<file path="config.mk">
export PLATFORM = sky130hd
export DESIGN_NAME = intr_sequencer_flat
export DESIGN_NICKNAME = d
export VERILOG_FILES = /design/src/rtl/intr_sequencer_if.sv /design/src/rtl/intr_sequencer.sv /design/src/flat_wrapper.sv
export SDC_FILE = /design/constraint.sdc
export NUM_CORES = 1
export LEC_CHECK = 0
export BUFFER_PORTS_ARGS = -buffer_cell sky130_fd_sc_hd__clkbuf_2
export CORE_MARGIN = 4
export CORE_UTILIZATION = 45
export CTS_CLUSTER_DIAMETER = 200
export DETAILED_ROUTE_END_ITERATION = 6
export PLACE_DENSITY = 0.77
export SYNTH_ARGS = -nofsm -noshare
export SYNTH_HDL_FRONTEND = slang
export SYNTH_SLANG_ARGS = --single-unit
</file>
<file path="constraint.sdc">
create_clock -name clk -period 2 [get_ports clk]
set_clock_uncertainty 0.05 [all_clocks]
set_input_delay 0.5 -clock clk [delete_from_list [all_inputs] [get_ports clk]]
set_output_delay 0.5 -clock clk [all_outputs]
set_load 0.05 [all_outputs]
</file>
<file path="src/rtl/intr_sequencer_if.sv">
// Handshake bus between the interrupt sequencer and the core datapath:
// stack push, ISR vector read from data memory, and PC redirect.
interface intr_sequencer_if #(
    parameter int unsigned ADDR_W = 8
);
    logic              push_req;
    logic [ADDR_W-1:0] push_data;
    logic              push_ack;
    logic              vec_rd_req;
    logic [ADDR_W-1:0] vec_addr;
    logic              vec_rd_ack;
    logic [ADDR_W-1:0] vec_rd_data;
    logic              pc_load;
    logic [ADDR_W-1:0] pc_load_value;

    modport master (
        output push_req, push_data, vec_rd_req, vec_addr, pc_load, pc_load_value,
        input  push_ack, vec_rd_ack, vec_rd_data
    );

    modport slave (
        input  push_req, push_data, vec_rd_req, vec_addr, pc_load, pc_load_value,
        output push_ack, vec_rd_ack, vec_rd_data
    );
endinterface

</file>
<file path="src/rtl/intr_sequencer.sv">
// Interrupt entry/exit controller: synchronises the pin, waits for a safe point,
// flushes, pushes the return PC, fetches the ISR vector, redirects, and restores CCR on RTI.
module intr_sequencer #(
    parameter int unsigned       ADDR_W      = 8,
    parameter logic [ADDR_W-1:0] VECTOR_ADDR = ADDR_W'(8'h01),
    parameter int unsigned       SYNC_STAGES = 2
) (
    input  logic              clk,
    input  logic              rst,
    input  logic              intr_in,
    input  logic              pipe_busy,
    input  logic [ADDR_W-1:0] resume_pc,
    input  logic [3:0]        ccr_in,
    input  logic              rti_commit,
    output logic              pc_hold,
    output logic              flush,
    output logic              ccr_restore,
    output logic [3:0]        saved_ccr,
    output logic              in_isr,
    output logic              intr_pending,
    intr_sequencer_if.master  bus
);

    localparam logic [2:0] S_IDLE     = 3'd0;
    localparam logic [2:0] S_WAIT     = 3'd1;
    localparam logic [2:0] S_FLUSH    = 3'd2;
    localparam logic [2:0] S_PUSH     = 3'd3;
    localparam logic [2:0] S_VEC      = 3'd4;
    localparam logic [2:0] S_REDIRECT = 3'd5;
    localparam logic [2:0] S_ISR      = 3'd6;
    localparam logic [2:0] S_RESTORE  = 3'd7;

    logic [2:0]             state;
    logic [2:0]             state_nx;
    logic [SYNC_STAGES-1:0] sync_q;
    logic                   sync_d;
    logic                   rise_c;
    logic [ADDR_W-1:0]      ret_pc;
    logic [ADDR_W-1:0]      vec_q;

    assign rise_c            = sync_q[SYNC_STAGES-1] & ~sync_d;
    assign bus.push_data     = ret_pc;
    assign bus.pc_load_value = vec_q;

    // Pin synchroniser and rising-edge detector
    always_ff @(posedge clk) begin
        if (rst) begin
            sync_q <= '0;
            sync_d <= 1'b0;
        end else begin
            sync_q <= {sync_q[SYNC_STAGES-2:0], intr_in};
            sync_d <= sync_q[SYNC_STAGES-1];
        end
    end

    // Sticky request; a fresh edge outranks the clear at redirect
    always_ff @(posedge clk) begin
        if (rst) begin
            intr_pending <= 1'b0;
        end else if (rise_c) begin
            intr_pending <= 1'b1;
        end else if (state == S_REDIRECT) begin
            intr_pending <= 1'b0;
        end
    end

    always_ff @(posedge clk) begin
        if (rst) begin
            state <= S_IDLE;
        end else begin
            state <= state_nx;
        end
    end

    always_comb begin
        state_nx = state;
        case (state)
            S_IDLE:     if (intr_pending && !in_isr) state_nx = S_WAIT;
            S_WAIT:     if (!pipe_busy)              state_nx = S_FLUSH;
            S_FLUSH:                                 state_nx = S_PUSH;
            S_PUSH:     if (bus.push_ack)            state_nx = S_VEC;
            S_VEC:      if (bus.vec_rd_ack)          state_nx = S_REDIRECT;
            S_REDIRECT:                              state_nx = S_ISR;
            S_ISR:      if (rti_commit)              state_nx = S_RESTORE;
            S_RESTORE:                               state_nx = S_IDLE;
            default:                                 state_nx = S_IDLE;
        endcase
    end

    // Control outputs registered off the next state so they align with it
    always_ff @(posedge clk) begin
        if (rst) begin
            pc_hold        <= 1'b0;
            flush          <= 1'b0;
            bus.push_req   <= 1'b0;
            bus.vec_rd_req <= 1'b0;
            bus.vec_addr   <= '0;
            bus.pc_load    <= 1'b0;
            ccr_restore    <= 1'b0;
            in_isr         <= 1'b0;
        end else begin
            pc_hold        <= (state_nx == S_WAIT) || (state_nx == S_FLUSH) ||
                              (state_nx == S_PUSH) || (state_nx == S_VEC);
            flush          <= (state_nx == S_FLUSH);
            bus.push_req   <= (state_nx == S_PUSH);
            bus.vec_rd_req <= (state_nx == S_VEC);
            bus.vec_addr   <= (state_nx == S_VEC) ? VECTOR_ADDR : '0;
            bus.pc_load    <= (state_nx == S_REDIRECT);
            ccr_restore    <= (state_nx == S_RESTORE);
            in_isr         <= (state_nx == S_ISR) || (state_nx == S_RESTORE);
        end
    end

    // Context captured at the safe point and the fetched vector
    always_ff @(posedge clk) begin
        if (rst) begin
            ret_pc    <= '0;
            saved_ccr <= 4'b0;
            vec_q     <= '0;
        end else begin
            if (state == S_WAIT && !pipe_busy) begin
                ret_pc    <= resume_pc;
                saved_ccr <= ccr_in;
            end
            if (state == S_VEC && bus.vec_rd_ack) begin
                vec_q <= bus.vec_rd_data;
            end
        end
    end

endmodule
</file>
<file path="src/flat_wrapper.sv">
// flat-port wrapper written by rule: the top's interface ports become plain ports
module intr_sequencer_flat 
#(
    parameter int unsigned       ADDR_W      = 8,
    parameter logic [ADDR_W-1:0] VECTOR_ADDR = ADDR_W'(8'h01),
    parameter int unsigned       SYNC_STAGES = 2
)
  (clk, rst, intr_in, pipe_busy, resume_pc, ccr_in, rti_commit, pc_hold, flush, ccr_restore, saved_ccr, in_isr, intr_pending, bus_push_req, bus_push_data, bus_vec_rd_req, bus_vec_addr, bus_pc_load, bus_pc_load_value, bus_push_ack, bus_vec_rd_ack, bus_vec_rd_data);
  intr_sequencer_if #(.ADDR_W(ADDR_W)) bus_i ();
  input  logic clk;
  input  logic rst;
  input  logic intr_in;
  input  logic pipe_busy;
  input  logic [ADDR_W-1:0] resume_pc;
  input  logic [3:0] ccr_in;
  input  logic rti_commit;
  output logic pc_hold;
  output logic flush;
  output logic ccr_restore;
  output logic [3:0] saved_ccr;
  output logic in_isr;
  output logic intr_pending;
  output wire logic [$bits(bus_i.push_req)-1:0] bus_push_req;
  output wire logic [$bits(bus_i.push_data)-1:0] bus_push_data;
  output wire logic [$bits(bus_i.vec_rd_req)-1:0] bus_vec_rd_req;
  output wire logic [$bits(bus_i.vec_addr)-1:0] bus_vec_addr;
  output wire logic [$bits(bus_i.pc_load)-1:0] bus_pc_load;
  output wire logic [$bits(bus_i.pc_load_value)-1:0] bus_pc_load_value;
  input wire logic [$bits(bus_i.push_ack)-1:0] bus_push_ack;
  input wire logic [$bits(bus_i.vec_rd_ack)-1:0] bus_vec_rd_ack;
  input wire logic [$bits(bus_i.vec_rd_data)-1:0] bus_vec_rd_data;
  assign bus_push_req = bus_i.push_req;
  assign bus_push_data = bus_i.push_data;
  assign bus_vec_rd_req = bus_i.vec_rd_req;
  assign bus_vec_addr = bus_i.vec_addr;
  assign bus_pc_load = bus_i.pc_load;
  assign bus_pc_load_value = bus_i.pc_load_value;
  assign bus_i.push_ack = bus_push_ack;
  assign bus_i.vec_rd_ack = bus_vec_rd_ack;
  assign bus_i.vec_rd_data = bus_vec_rd_data;
  intr_sequencer #(.ADDR_W(ADDR_W), .VECTOR_ADDR(VECTOR_ADDR), .SYNC_STAGES(SYNC_STAGES)) u_core (.clk(clk), .rst(rst), .intr_in(intr_in), .pipe_busy(pipe_busy), .resume_pc(resume_pc), .ccr_in(ccr_in), .rti_commit(rti_commit), .pc_hold(pc_hold), .flush(flush), .ccr_restore(ccr_restore), .saved_ccr(saved_ccr), .in_isr(in_isr), .intr_pending(intr_pending), .bus(bus_i));
endmodule
</file>
# Yosys cells after proc, flatten, opt, wreduce, memory -nomap -nowiden
# Index checks and enable logic that the tools add are counted.
[totals]
elab_cells = 51
ramBits = 0
n_memories = 0
reg_bits = 42
rom_bits = 0
latch_bits = 0
input_bits = 27
[op_classes]
n_bitwise = 2
mux = 9
n_shift = 0
n_reduce_logical = 11
eq_ne = 14
multipliers = 0
div_mod_pow = 0
magnitude_cmp = 0
add_sub_neg = 0
[op_table]
columns = ["operator", "count"]
rows = [
  ["equality test 3 bit, second input constant", 8],
  ["case mux 3 bit (8 select lines)", 1],
  ["2-to-1 mux 3 bit", 5],
  ["equality test 3 x 2 -> 1 bit, second input constant", 4],
  ["equality test 3 x 1 -> 1 bit, second input constant", 2],
  ["logical OR 1 bit", 4],
  ["logical AND 1 bit", 3],
  ["zero test 3 bit", 1],
  ["2-to-1 mux 1 bit", 3],
  ["zero test 1 bit", 2],
  ["nonzero test 2 bit", 1],
  ["AND 1 bit", 1],
  ["NOT 1 bit", 1],
]

# Longest topological paths before layout
[depth]
depth_word = 8
ltp_mapped = 6

# Worst setup path after synthesis
# Ideal clock, no wire load.
[synth_path]
path_kind = "reg2reg"
from = "register u_core.in_isr"
to = "register u_core.ccr_restore"
n_path_buf = 0
slack_ps = 290
arrival_ps = 1545
path_stages_with_launch = 5
period_less_slack_ps = 1710
required_ps = 1835
cell_sequence = "dfxtp_1 -> or4b_1 -> a21oi_2 -> or4_4 -> and2_1"
[synth_between]
elab_chain_len = 5
[synth_rtl]
columns = ["item", "line", "text"]
rows = [
  ["from (decl)", "intr_sequencer.sv:19", "output logic in_isr,"],
  ["from (signal assigned)", "intr_sequencer.sv:110", "in_isr <= (state_nx == S_ISR) || (state_nx == S_RESTORE);"],
  ["zero test 1 bit", "intr_sequencer.sv:78", "S_IDLE: if (intr_pending && !in_isr) state_nx = S_WAIT;"],
  ["logical AND 1 bit", "intr_sequencer.sv:78", ""],
  ["2-to-1 mux 3 bit", "intr_sequencer.sv:78", ""],
  ["case mux 3 bit (8 select lines)", "intr_sequencer.sv:77", "case (state)"],
  ["equality test 3 bit", "intr_sequencer.sv:109", "ccr_restore <= (state_nx == S_RESTORE);"],
  ["to (signal assigned)", "intr_sequencer.sv:109", ""],
  ["to (decl)", "intr_sequencer.sv:17", "output logic ccr_restore,"],
]
# Every way passes these cells.
# A chain may end at the register's enable or synchronous reset.

# Final worst setup path
[layout_path]
from = "register u_core.state[2]"
to = "register u_core.ccr_restore"
[layout_between]
elab_chain_len = 3
word_cells_on_any_way = 15
[layout_rtl]
columns = ["item", "line", "text"]
rows = [
  ["from (decl)", "intr_sequencer.sv:33", "logic [2:0] state;"],
  ["from (signal assigned)", "intr_sequencer.sv:71", "state <= state_nx;"],
  ["equality test 3 bit (tied with other cells)", "intr_sequencer.sv:77", ""],
  ["case mux 3 bit (8 select lines) (*)", "intr_sequencer.sv:77", ""],
  ["equality test 3 bit (*)", "intr_sequencer.sv:109", ""],
]
# Every way passes the cells marked *; elsewhere a longest branch is shown, timed or not.

==> impl_metrics.prom <==
# TYPE chip_impl_metric gauge
chip_impl_metric{name="post_drt_via_cell_ratio",unit=""} 4.81
chip_impl_metric{name="setup-violations-final",unit=""} 0
chip_impl_metric{name="dieArea",unit="sq um"} 3980
chip_impl_info{name="synth_ff_type",value="sky130_fd_sc_hd__dfxtp_1"} 1
chip_impl_metric{name="fin_crit_sh",unit=""} 0.886
chip_impl_metric{name="max_clock_freq",unit="MHz"} 564
chip_impl_metric{name="dp.final_hpwl",unit="um"} 2220
chip_impl_metric{name="worstPathArrival",unit="ns"} 1.95
chip_impl_metric{name="grt_start_max_net_pins",unit=""} 22
chip_impl_metric{name="nFillCells",unit=""} 270
chip_impl_metric{name="clkLatencyLatePin",unit="ns"} 0.33
chip_impl_metric{name="synth_seq_cells",unit=""} 34
chip_impl_metric{name="core_area",unit="sq um"} 2830
chip_impl_info{name="crit_path_cell_trace",value="or4b_1 -> a21oi_2 -> or4_4 -> and2_1"} 1
chip_impl_metric{name="globalplace.congestion",unit=""} 0.843
chip_impl_metric{name="final_antenna_net_count",unit=""} 0
chip_impl_metric{name="post_synth.cell_area_avg",unit="sq um"} 8.66
chip_impl_metric{name="nNetsFinal",unit=""} 240
chip_impl_metric{name="p_leak",unit="nW"} 0.728
chip_impl_metric{name="chipHeight",unit="um"} 63.1
chip_impl_metric{name="wire_length_of_the_first_global_routing_pass",unit="um"} 4870
chip_impl_metric{name="layout.cells.non_filler",unit=""} 243
chip_impl_info{name="outcome",value="complete, no violations"} 1
chip_impl_metric{name="irDropWorstVdd",unit="mV"} 0.553
chip_impl_info{name="clockRootBuffer",value="sky130_fd_sc_hd__clkbuf_4"} 1
chip_impl_metric{name="synth_enable_flop_cells",unit=""} 0
chip_impl_metric{name="ios",unit=""} 63
chip_impl_metric{name="yosys_warnings",unit=""} 0
chip_impl_metric{name="globalRouteTotalUtil",unit=""} 0.154
chip_impl_metric{name="crit_fanout",unit=""} 14
chip_impl_info{name="startpoint_type",value="flip-flop"} 1
chip_impl_metric{name="finalWirelength",unit="um"} 2970
chip_impl_metric{name="cts.htree.levels",unit=""} 2
chip_impl_metric{name="firstDrtPassIters",unit=""} 4
chip_impl_metric{name="postSynthCellCount",unit=""} 158
chip_impl_metric{name="utilization",unit=""} 0.590
chip_impl_metric{name="synth.cell_area",unit="sq um"} 1370
chip_impl_metric{name="diodes",unit=""} 0
chip_impl_metric{name="drcViolationCount",unit=""} 0
chip_impl_metric{name="first_global_vias",unit=""} 1076
chip_impl_metric{name="ys_async_sr_fraction",unit=""} 0
chip_impl_metric{name="critical_path.max_stage_delay",unit="ns"} 0.61
chip_impl_info{name="critical_path_endpoint_category",value="flip-flop"} 1
chip_impl_metric{name="layout_min_cycle_time",unit="ns"} 1.77
chip_impl_metric{name="synth.lib_cells_used.distinct",unit=""} 34
chip_impl_metric{name="slew_headroom",unit=""} 0.625
chip_impl_info{name="layout_common_cells",value="55 x sky130_fd_sc_hd__clkbuf_2, 42 x sky130_fd_sc_hd__nand2_1, 34 x sky130_fd_sc_hd__dfxtp_1, 22 x sky130_fd_sc_hd__a21oi_1, 8 x sky130_fd_sc_hd__nor2_1"} 1
chip_impl_metric{name="power_density",unit="nW/um^2"} 783
chip_impl_metric{name="cts.reportedPaths.clkPinSlew",unit="ns"} 0.09
chip_impl_info{name="min-delay-path-class",value="input port to flip-flop"} 1
chip_impl_metric{name="critPathRequiredTime",unit="ns"} 2.18
chip_impl_info{name="most_common_cell_after_layout_fill_and_taps_aside",value="sky130_fd_sc_hd__clkbuf_2"} 1
chip_impl_info{name="rsz0062_at_grt",value="no"} 1
chip_impl_metric{name="clock_path_buffers",unit=""} 2
chip_impl_metric{name="antenna_found_initial",unit=""} 0
chip_impl_info{name="timing.setup.critical_path_class",value="flip-flop to flip-flop"} 1
chip_impl_info{name="tritoncts",value="done"} 1
chip_impl_metric{name="share_of_post_route_cells_with_drive_strength_above_1",unit=""} 0.340
chip_impl_metric{name="fp-row-count",unit=""} 19
chip_impl_metric{name="area_delta_synth_final",unit="%"} 22.1
chip_impl_metric{name="num_vias",unit=""} 1170
chip_impl_metric{name="number_of_buffers_created_by_cts",unit=""} 5
chip_impl_metric{name="dp.cells",unit=""} 237
chip_impl_metric{name="postCtsHoldBufs",unit=""} 0
chip_impl_metric{name="routedWlPerCell",unit="um"} 12.2
chip_impl_metric{name="initial_utilization",unit=""} 0.483
chip_impl_metric{name="timing_worst_slew_pin_value",unit="ns"} 0.555
chip_impl_metric{name="final_max_slew_viol_count",unit=""} 0
chip_impl_metric{name="cts.sinks",unit=""} 34
chip_impl_metric{name="ctsResizeCount",unit=""} 0
chip_impl_metric{name="remaining_global_route_overflow",unit=""} 0
chip_impl_metric{name="fin_tns_setup",unit="ns"} 0
chip_impl_metric{name="portBuffers",unit=""} 55
chip_impl_metric{name="drt_iter0_markers",unit=""} 45
chip_impl_metric{name="seq_area_frac_synth",unit=""} 0.498
chip_impl_info{name="worst_path_max_delay_cell",value="sky130_fd_sc_hd__dfxtp_1"} 1
chip_impl_metric{name="chipWidth",unit="um"} 63.1
chip_impl_metric{name="drv.max_cap_violation_count",unit=""} 0
chip_impl_metric{name="timing.final.hold_violations",unit=""} 0
chip_impl_metric{name="post_cts_buffers",unit=""} 0
## logic make-up (layout without fill, tap and decap cells)
kind of cell           count (synthesis)  count (layout)  synth area share
AO/OA/AOI/OAI                         31              31             0.130
other                                  1               7           0.00274
buffers and inverters                 18              66            0.0869
XOR/XNOR                               1               1           0.00641
flip-flops                            34              34             0.498
AND/OR/NAND/NOR                       73              73             0.276
## final timing paths
| check | slack [ns] | cells after the start | from | endpoint |
|---|---|---|---|---|
| worst min-delay path | 0.33 | 2 | intr_in | u_core.sync_q[0] |
| worst max-delay path | 0.23 | 4 | u_core.state[2] | u_core.ccr_restore |
| worst max register to register | 0.23 | 4 | u_core.state[2] | u_core.ccr_restore |
| worst min register to register | 0.40 | 1 | u_core.sync_q[0] | u_core.sync_q[1] |
## final cells by class
| class | instances | area [sq um] | share of cell area |
|---|---|---|---|
| flip-flops and latches | 34 | 681 | 0.407 |
| repair buffers | 59 | 305 | 0.183 |
| multi-input cells | 112 | 591 | 0.354 |
| well taps | 31 | 38.8 | 0.0232 |
| inverters | 1 | 3.75 | 0.00225 |
| clock buffers | 6 | 51.3 | 0.0307 |
## Yosys cell counts, drive strengths merged (2+ instances only)
library cell	n	area, sq um
o21ai	3	18.8
nand2b	3	26.3
buf	14	104
nor4b	2	32.5
nor2	8	30.0
clkbuf	3	11.3
dfxtp	34	681
nor3	3	15.0
nor2b	5	31.3
a21oi	23	119
nand2	42	158
or3	2	12.5
## critical path, delay by kind of cell, from the launching register on
family	cells	cell delay [ns]
AO/OA/AOI/OAI	1	0.07
AND/OR/NAND/NOR	3	0.95
flip-flops	1	0.61
## through the flow
| stage | worst slack [ns] | cell area, sq um | total power [mW] | hold slack (ns) |
|---|---|---|---|---|
| after detailed placement | 0.257 | 1620 | 0.961 | 0.387 |
| final | 0.227 | 1670 | 1.31 | 0.328 |
| after global routing | 0.143 | 1670 | 1.37 | 0.324 |
| after global placement | 0.301 | 1620 | 0.960 | 0.369 |
| after CTS | 0.250 | 1670 | 1.32 | 0.324 |
| after floorplan | 0.290 | 1390 | 0.915 | 0.364 |
## power breakdown
group	internal (mW)	switching (mW)	total, mW
clock	0.158	0.203	0.361
combinational	0.0729	0.153	0.226
sequential	0.699	0.0210	0.720
total	0.930	0.377	1.31
## state kept, by name (all words and copies together) (netlist names), 2 cells and up
name,cells
u_core.saved_ccr,4
u_core.bus.pc_load_value,8
u_core.bus.push_data,8
u_core.state,3
u_core.sync_q,2
## metal layers
layer  routed length, um  global-route usage  up-vias
met5                   0                   0        -
met4                  44              0.0496        0
met3                 258              0.0710        6
met2                1410               0.257       37
met1                1260               0.173      513
li1                    -                   -      614
Note: power is estimated with default switching activity, not from simulation.
